`src/rtl/mdu_seq.sv`:
```
// Multi-cycle MIPS multiply/divide sequencer: restoring 32-step divider and counted multiply.
// Optional macro MDU_DIV_EARLY_EXIT_EN finishes |a| < |b| divides immediately.
module mdu_seq #(
  parameter int MUL_CYCLES = 2,
  parameter int CNT_W      = 6
) (
  input  logic        clk,
  input  logic        resetn,
  input  logic        valid_i,
  input  logic        is_div_i,
  input  logic        signed_i,
  input  logic [31:0] a_i,
  input  logic [31:0] b_i,
  input  logic        flush_i,
  output logic        stall_o,
  output logic        busy_o,
  output logic        ready_o,
  output logic [31:0] hi_o,
  output logic [31:0] lo_o
);

  typedef enum logic [1:0] {IDLE, DIV, MUL, DONE} state_e;

  localparam logic [CNT_W-1:0] DIV_LAST = CNT_W'(31);
  localparam logic [CNT_W-1:0] MUL_LAST = CNT_W'(MUL_CYCLES - 1);

  state_e           state_q, state_d;
  logic [CNT_W-1:0] cnt_q, cnt_d;
  logic [63:0]      rq_q, rq_d;
  logic [31:0]      dvs_q, dvs_d;
  logic             sgn_q, sgn_d;
  logic             quo_neg_q, quo_neg_d;
  logic             rem_neg_q, rem_neg_d;
  logic [31:0]      hi_q, hi_d;
  logic [31:0]      lo_q, lo_d;

  logic        a_neg, b_neg;
  logic [31:0] a_mag, b_mag;
  logic        early_exit;
  logic [32:0] rem_sh, rem_sub;
  logic [63:0] step_rq;
  logic [31:0] quo_fix, rem_fix;
  logic [31:0] mul_a, mul_b;
  logic [63:0] prod;

  assign a_neg = signed_i & a_i[31];
  assign b_neg = signed_i & b_i[31];
  assign a_mag = a_neg ? -a_i : a_i;
  assign b_mag = b_neg ? -b_i : b_i;

`ifdef MDU_DIV_EARLY_EXIT_EN
  assign early_exit = (a_mag < b_mag);
`else
  assign early_exit = 1'b0;
`endif

  // The shifted partial remainder needs 33 bits: it can exceed 32 bits for large divisors.
  assign rem_sh  = rq_q[63:31];
  assign rem_sub = rem_sh - {1'b0, dvs_q};
  assign step_rq = (rem_sh >= {1'b0, dvs_q}) ? {rem_sub[31:0], rq_q[30:0], 1'b1}
                                             : {rem_sh[31:0],  rq_q[30:0], 1'b0};
  assign quo_fix = quo_neg_q ? -step_rq[31:0]  : step_rq[31:0];
  assign rem_fix = rem_neg_q ? -step_rq[63:32] : step_rq[63:32];

  // Sign-extending to 64 bits makes one truncated multiply serve both MULT and MULTU.
  assign mul_a = rq_q[31:0];
  assign mul_b = dvs_q;
  assign prod  = {{32{sgn_q & mul_a[31]}}, mul_a} * {{32{sgn_q & mul_b[31]}}, mul_b};

  always_comb begin
    state_d   = state_q;
    cnt_d     = cnt_q;
    rq_d      = rq_q;
    dvs_d     = dvs_q;
    sgn_d     = sgn_q;
    quo_neg_d = quo_neg_q;
    rem_neg_d = rem_neg_q;
    hi_d      = hi_q;
    lo_d      = lo_q;
    case (state_q)
      IDLE: begin
        if (valid_i && !flush_i) begin
          cnt_d = '0;
          if (is_div_i) begin
            if (b_i == 32'd0) begin
              hi_d    = a_i;
              lo_d    = '1;
              state_d = DONE;
            end else if (early_exit) begin
              hi_d    = a_i;
              lo_d    = '0;
              state_d = DONE;
            end else begin
              rq_d      = {32'd0, a_mag};
              dvs_d     = b_mag;
              quo_neg_d = a_neg ^ b_neg;
              rem_neg_d = a_neg;
              state_d   = DIV;
            end
          end else begin
            rq_d    = {32'd0, a_i};
            dvs_d   = b_i;
            sgn_d   = signed_i;
            state_d = MUL;
          end
        end
      end
      DIV: begin
        rq_d  = step_rq;
        cnt_d = cnt_q + CNT_W'(1);
        if (cnt_q == DIV_LAST) begin
          hi_d    = rem_fix;
          lo_d    = quo_fix;
          state_d = DONE;
        end
      end
      MUL: begin
        cnt_d = cnt_q + CNT_W'(1);
        if (cnt_q == MUL_LAST) begin
          hi_d    = prod[63:32];
          lo_d    = prod[31:0];
          state_d = DONE;
        end
      end
      DONE: state_d = IDLE;
      default: state_d = IDLE;
    endcase
    // An abandoned op must never reach the result registers.
    if (flush_i) begin
      state_d = IDLE;
      hi_d    = hi_q;
      lo_d    = lo_q;
    end
  end

  always_ff @(posedge clk or negedge resetn) begin
    if (!resetn) begin
      state_q   <= IDLE;
      cnt_q     <= '0;
      rq_q      <= '0;
      dvs_q     <= '0;
      sgn_q     <= 1'b0;
      quo_neg_q <= 1'b0;
      rem_neg_q <= 1'b0;
      hi_q      <= '0;
      lo_q      <= '0;
    end else begin
      state_q   <= state_d;
      cnt_q     <= cnt_d;
      rq_q      <= rq_d;
      dvs_q     <= dvs_d;
      sgn_q     <= sgn_d;
      quo_neg_q <= quo_neg_d;
      rem_neg_q <= rem_neg_d;
      hi_q      <= hi_d;
      lo_q      <= lo_d;
    end
  end

  assign ready_o = (state_q == DONE) & ~flush_i;
  assign stall_o = valid_i & ~ready_o & ~flush_i;
  assign busy_o  = (state_q != IDLE);
  assign hi_o    = hi_q;
  assign lo_o    = lo_q;

endmodule

```
`config.mk`:
```
export PLATFORM = sky130hd
export DESIGN_NAME = mdu_seq
export DESIGN_NICKNAME = d
export VERILOG_FILES = /design/src/rtl/mdu_seq.sv
export SDC_FILE = /design/constraint.sdc
export NUM_CORES = 2
export LEC_CHECK = 0
export ABC_AREA = 0
export CORE_MARGIN = 2
export CORE_UTILIZATION = 40
export CTS_CLUSTER_SIZE = 24
export DETAILED_ROUTE_END_ITERATION = 10
export MAX_ROUTING_LAYER = met4
export PLACE_DENSITY = 0.67
export SKIP_LAST_GASP = 1
export SLEW_MARGIN = 20
export SYNTH_ARGS = -nofsm -noshare
export SYNTH_HDL_FRONTEND = slang
export SYNTH_SLANG_ARGS = --single-unit
export TNS_END_PERCENT = 10
```
`constraint.sdc`:
```
create_clock -name clk -period 10.4 [get_ports clk]
set_input_delay 1.04 -clock clk [delete_from_list [all_inputs] [get_ports clk]]
set_output_delay 1.04 -clock clk [all_outputs]
set_load 0.005 [all_outputs]
```
==> Yosys cells after proc, flatten, opt, wreduce, memory -nomap -nowiden <==
Index checks and enable logic that the tools add are counted.
{ "word_totals": {"ff_bits": 171, "elab_cells": 92, "output_inout_bits": 67} }
{ "classes": {"order_cmp": 1, "mul": 1, "muxes": 32, "reduce_logical": 16, "addsub": 6, "bitwise": 12, "eq_ne": 15} }
{ "op_table": {"columns": ["op", "count"], "rows": [
  ["$mux 32", 16],
  ["$mux 64", 4],
  ["$pmux 32 s3", 2],
  ["$neg 32->32", 4],
  ["$pmux 64 s2", 1],
  ["$mul 33x33->64", 1],
  ["$ge 33x32->1", 1],
  ["$logic_not 32->1", 1],
  ["$sub 32x32->32", 1],
  ["$mux 2", 6],
  ["$ne 2x2->1 const B", 6],
  ["$ne 3x3->1 const B", 4],
  ["$pmux 6 s2", 1],
  ["$reduce_and 3->1", 4],
  ["$pmux 2 s4", 1],
  ["$and 1x1->1", 7],
  ["$reduce_and 7->1", 1],
  ["$add 6x1->6 const B", 1],
  ["$eq 6x1->1 const B", 1],
  ["$eq 6x5->1 const B", 1],
  ["$mux 6", 1],
  ["$reduce_bool 2->1", 3],
  ["$eq 2x2->1 const B", 2],
  ["$not 1->1", 4],
  ["9 further kinds", 9]
]} }

==> Longest topological paths before layout <==
{ "depth": {"word_depth": 6, "depth_mapped": 33, "depth_no_buf": 30} }

==> Least setup slack after synthesis <==
No wires, ideal clock.
{ "synth_timing": {"path_type": "register to register", "start": "register rq_q[31]", "end": "register hi_q[29] (netlist: hi_o[29])", "required_ns": 10.274, "synth_period_minus_slack_ns": 8.424, "setup_ns": 0.126, "path_stages_with_launch": 31, "path_slack_ns": 1.976, "t_arrival_ns": 8.298, "n_path_buf": 2, "path_cell_list": "dfrtp_1 > and2_1 > clkbuf_1 > nand2_1 > inv_1 > fa_1 > fa_1 > fa_1 > inv_1 > fa_1 > inv_1 > fa_1 > fa_1 > fa_1 > inv_1 > fa_1 > inv_1 > ha_1 > clkbuf_1 > a2111oi_0 > o21ai_0 > a221oi_1 > o21ai_0 > a21o_1 > a31o_2 > a31oi_1 > o21a_1 > o21ai_0 > a31oi_1 > o221ai_1 > o32a_1"} }
{ "synth_via": {"elab_chain_len": 6, "word_cells_on_any_way": 10, "classes_between": "add/sub: 2; mul: 1; order compare: 1; mux: 5; bitwise: 1"} }
{ "synth_rtl": {"columns": ["item", "line_no", "rtl"], "rows": [
  ["from (decl)", "29", "logic [63:0] rq_q, rq_d;"],
  ["from (signal assigned)", "150", "rq_q <= rq_d;"],
  ["$sub 32x32->32 or $ge 33x32->1 (tied branches)", "59, 60", null],
  ["$mux 64", "60", "assign step_rq = (rem_sh >= {1'b0, dvs_q}) ? {rem_sub[31:0], rq_q[30:0], 1'b1}"],
  ["$neg 32->32", "63", "assign rem_fix = rem_neg_q ? -step_rq[63:32] : step_rq[63:32];"],
  ["$mux 32", "63", null],
  ["$mux 32", "111", "if (cnt_q == DIV_LAST) begin"],
  ["$pmux 32 s3 *", "80", "case (state_q)"],
  ["to (signal assigned)", "155", "hi_q <= hi_d;"],
  ["to (decl)", "34", "logic [31:0] hi_q, hi_d;"]
]} }
Every way passes the cells marked *; elsewhere a longest branch is shown, timed or not. The select of a mux whose other input is x is not followed.
A chain may end at the register's enable or synchronous reset.

==> Worst setup path after layout <==
{ "layout_timing": {"start": "register rq_q[17]", "end": "register hi_q[27] (netlist: hi_o[27])"} }
{ "layout_via": {"elab_chain_len": 3} }
{ "layout_rtl": {"columns": ["item", "line_no", "rtl"], "rows": [
  ["$mul 33x33->64", "68", "assign prod = {{32{sgn_q & mul_a[31]}}, mul_a} * {{32{sgn_q & mul_b[31]}}, mul_b};"],
  ["$mux 32", "119", "if (cnt_q == MUL_LAST) begin"],
  ["$pmux 32 s3", "80", null]
]} }
No other way between the ends. The select of a mux whose other input is x is not followed.

==> metrics.yaml <==
outcome: "complete, no violations"
synth-seq-cells: 171
routed_wl_um: 170100
layout.cells.most_common: "inv_1"
max_slew_margin_pct: 23.99
r2r_slack_ns: 0.74
cts.sinks: 171
r2r_end: "hi_o[27]"
whs_path_depth: 2
drtIter0Drc: 3843
clk_latency_ns: 0.49
drtAntennaViolNets: 0
timing.final.crit_share_pct: 92.87
clk_pin_slew_worst_paths_ns: 0.07
syn_to_final_growth_pct: 7.332
grt_max_degree: 86
cts_buffers: 17
die-area_sq_um: 130500
worst_slew_pin_slew_ns: 1.140
firstDrtPassIters: 6
tns_ns: 0
critical_path_required_ns: 10.75
pin_count: 137
cts_resized: 0
htreeDepth: 4
syn_nets: 7333
port-buffer-count: 136
drv_cap: 0
final_nets: 7255
r2r_start: "rq_q[17]"
wl_per_cell_um: 22.73
min_to: "hi_o[7]"
rsz0062_at_grt: "no"
fmax_ghz: 0.1035
core_area_sq_um: 127200
timing.final.crit_period_ns: 9.658
synth_cells: 5882
cts-hold-fix-buffers: 0
slew_violations: 0
hp-start: "hi_o[7]"
initial_core_util_pct: 40.14
clockRootBuffer: "clkbuf_16"
max-clock-path-buffers: 2
worstRegToRegCells: 27
dominantRegCellSynth: "dfrtp_1"
post_route_cells_drive_above_1_share_pct: 3.988
dp_hpwl_um: 139300
grt_pass1_vias: 43040
finalHoldViolCount: 0
cts_tree: "yes"
synth-edff-count: 0
detailroute.via_count: 41330
hold_class: "register to register"
yosys_warnings: 0
drc: 0
viasPerCell: 5.522
grt_pass1_wl_um: 262500
grt_overflow: 0
antenna_found_initial: 14
ys_types: 101
syn-cell-area_sq_um: 51060
setup_viol: 0
die_x_um: 361.3
cp-start-kind: "register"
grt_use_total_pct: 27.28
die_y_um: 361.3
rows: 131
place.gp.congestion: 1.029
final_cell_mix: "inv_1 (1184), fa_1 (1126), nand2_1 (953)"
ys_seq_area_share_pct: 8.381
endpoint_kind: "register"
synth_area_per_cell_sq_um: 8.680
worstPathArrival_ns: 10.00
synthArstFlopShare_pct: 100.0
cts_setup_buffers: 0
crit_fanout: 17
path_class: "register to register"
clock_skew_ns: 0.01578
## worst max-delay path, stage by stage, from the launching register on
cell,delay [ns]
dfrtp_1,1.10
nand2_1,0.21
fa_1,0.52
fa_1,0.52
inv_1,0.05
fa_1,0.48
inv_1,0.06
fa_1,0.51
fa_1,0.53
inv_1,0.06
fa_1,0.49
fa_1,0.51
inv_1,0.06
fa_1,0.50
inv_1,0.05
ha_1,0.39
and3_1,0.31
nand3_1,0.15
a211oi_1,0.33
or3_1,0.29
a2bb2oi_1,0.76
a31o_2,0.31
a31oi_1,0.27
o21a_1,0.30
o21ai_0,0.25
xor2_1,0.11
a221oi_1,0.30
nor3_1,0.08
## cells by family (layout without fill, tap and decap cells)
logic type               after synthesis  count (layout)  synth area share [%]
AND/OR/NAND/NOR                     1817            1817                 16.36
buffers and inverters               1554            1489                 11.53
adder cells (fa/ha/maj)             1381            1381                 50.40
AO/OA/AOI/OAI                        718             718                 9.084
XOR/XNOR                             216             216                 3.705
flip-flops                           171             171                 8.381
multiplexers                          25              25                0.5416
other                                  0               6                     0
## worst max-delay path by stage
stage	startpoint	end	slack, ns	depth (start not counted)
5_1_grt	rq_q[8]	hi_o[27]	0.33	29
2_1_floorplan	rq_q[31]	hi_o[29]	1.98	30
3_3_place_gp	rq_q[14]	hi_o[27]	0.89	27
3_5_place_dp	rq_q[8]	hi_o[27]	0.86	29
4_1_cts	rq_q[8]	hi_o[27]	0.84	29
6_report	rq_q[17]	hi_o[27]	0.74	27
## layer usage
| metal | up-vias | GRT usage [%] | share of wire, % |
|---|---|---|---|
| li1 | 17720 | - | - |
| met1 | 21420 | 35.34 | 40 |
| met2 | 1813 | 43.47 | 48 |
| met3 | 385 | 3.473 | 7.1 |
| met4 | 0 | 11.09 | 4.9 |
| met5 | - | - | 0 |
## final cells by class
type | instances | area (sq um)
flip-flops and latches | 171 | 4287
clock buffers | 20 | 446.7
multi-input cells | 4157 | 40940
well taps | 1662 | 2079
inverters | 1187 | 4456
fillers | 12450 | 72390
clock inverters | 12 | 117.6
diodes | 6 | 15.01
repair buffers | 270 | 2456
## state kept, by name, indices dropped and copies added, names as in the netlist
| register | count |
|---|---|
| cnt_q | 6 |
| dvs_q | 32 |
| hi_o | 32 |
| lo_o | 32 |
| quo_neg_q | 1 |
| rem_neg_q | 1 |
| rq_q | 64 |
| sgn_q | 1 |
| state_q | 2 |
## metrics by stage
stage	setup slack (ns)	std cells	instance area (sq um)	hold slack, ns	util (%)
2_1_floorplan	1.976	5882	51060	0.4624	-
3_3_place_gp	0.8897	7447	54210	0.4687	42.62
3_5_place_dp	0.8627	7447	54220	0.4698	42.63
4_1_cts	0.8395	7479	54780	0.4899	43.07
5_1_grt	0.3339	7483	54800	0.5083	43.08
6_report	0.7416	7485	54800	0.4809	43.09
## cells in the mapped netlist (20+ instances only)
library cell / instances / area share (%)
nand2b_1: 22 / 0.27
nor3_1: 50 / 0.49
nor2_1: 241 / 1.8
inv_1: 1185 / 8.7
clkbuf_1: 302 / 2.2
fa_1: 1126 / 44
nand3_1: 60 / 0.59
dfrtp_1: 171 / 8.4
o21ai_0: 194 / 1.9
xor2_1: 87 / 1.5
ha_1: 255 / 6.2
buf_1: 42 / 0.31
xnor2_1: 129 / 2.2
a21o_1: 45 / 0.66
a21oi_1: 177 / 1.7
a31oi_1: 41 / 0.50
o31ai_1: 58 / 0.85
and3_1: 39 / 0.48
and2_1: 314 / 3.8
a221oi_1: 31 / 0.53
or3_1: 32 / 0.39
nand4_1: 20 / 0.25
nand2_1: 953 / 7.0
Power is left out: the tool's default activity adds up to more than one toggle a clock period on the data nets, which glitch-free logic cannot reach.
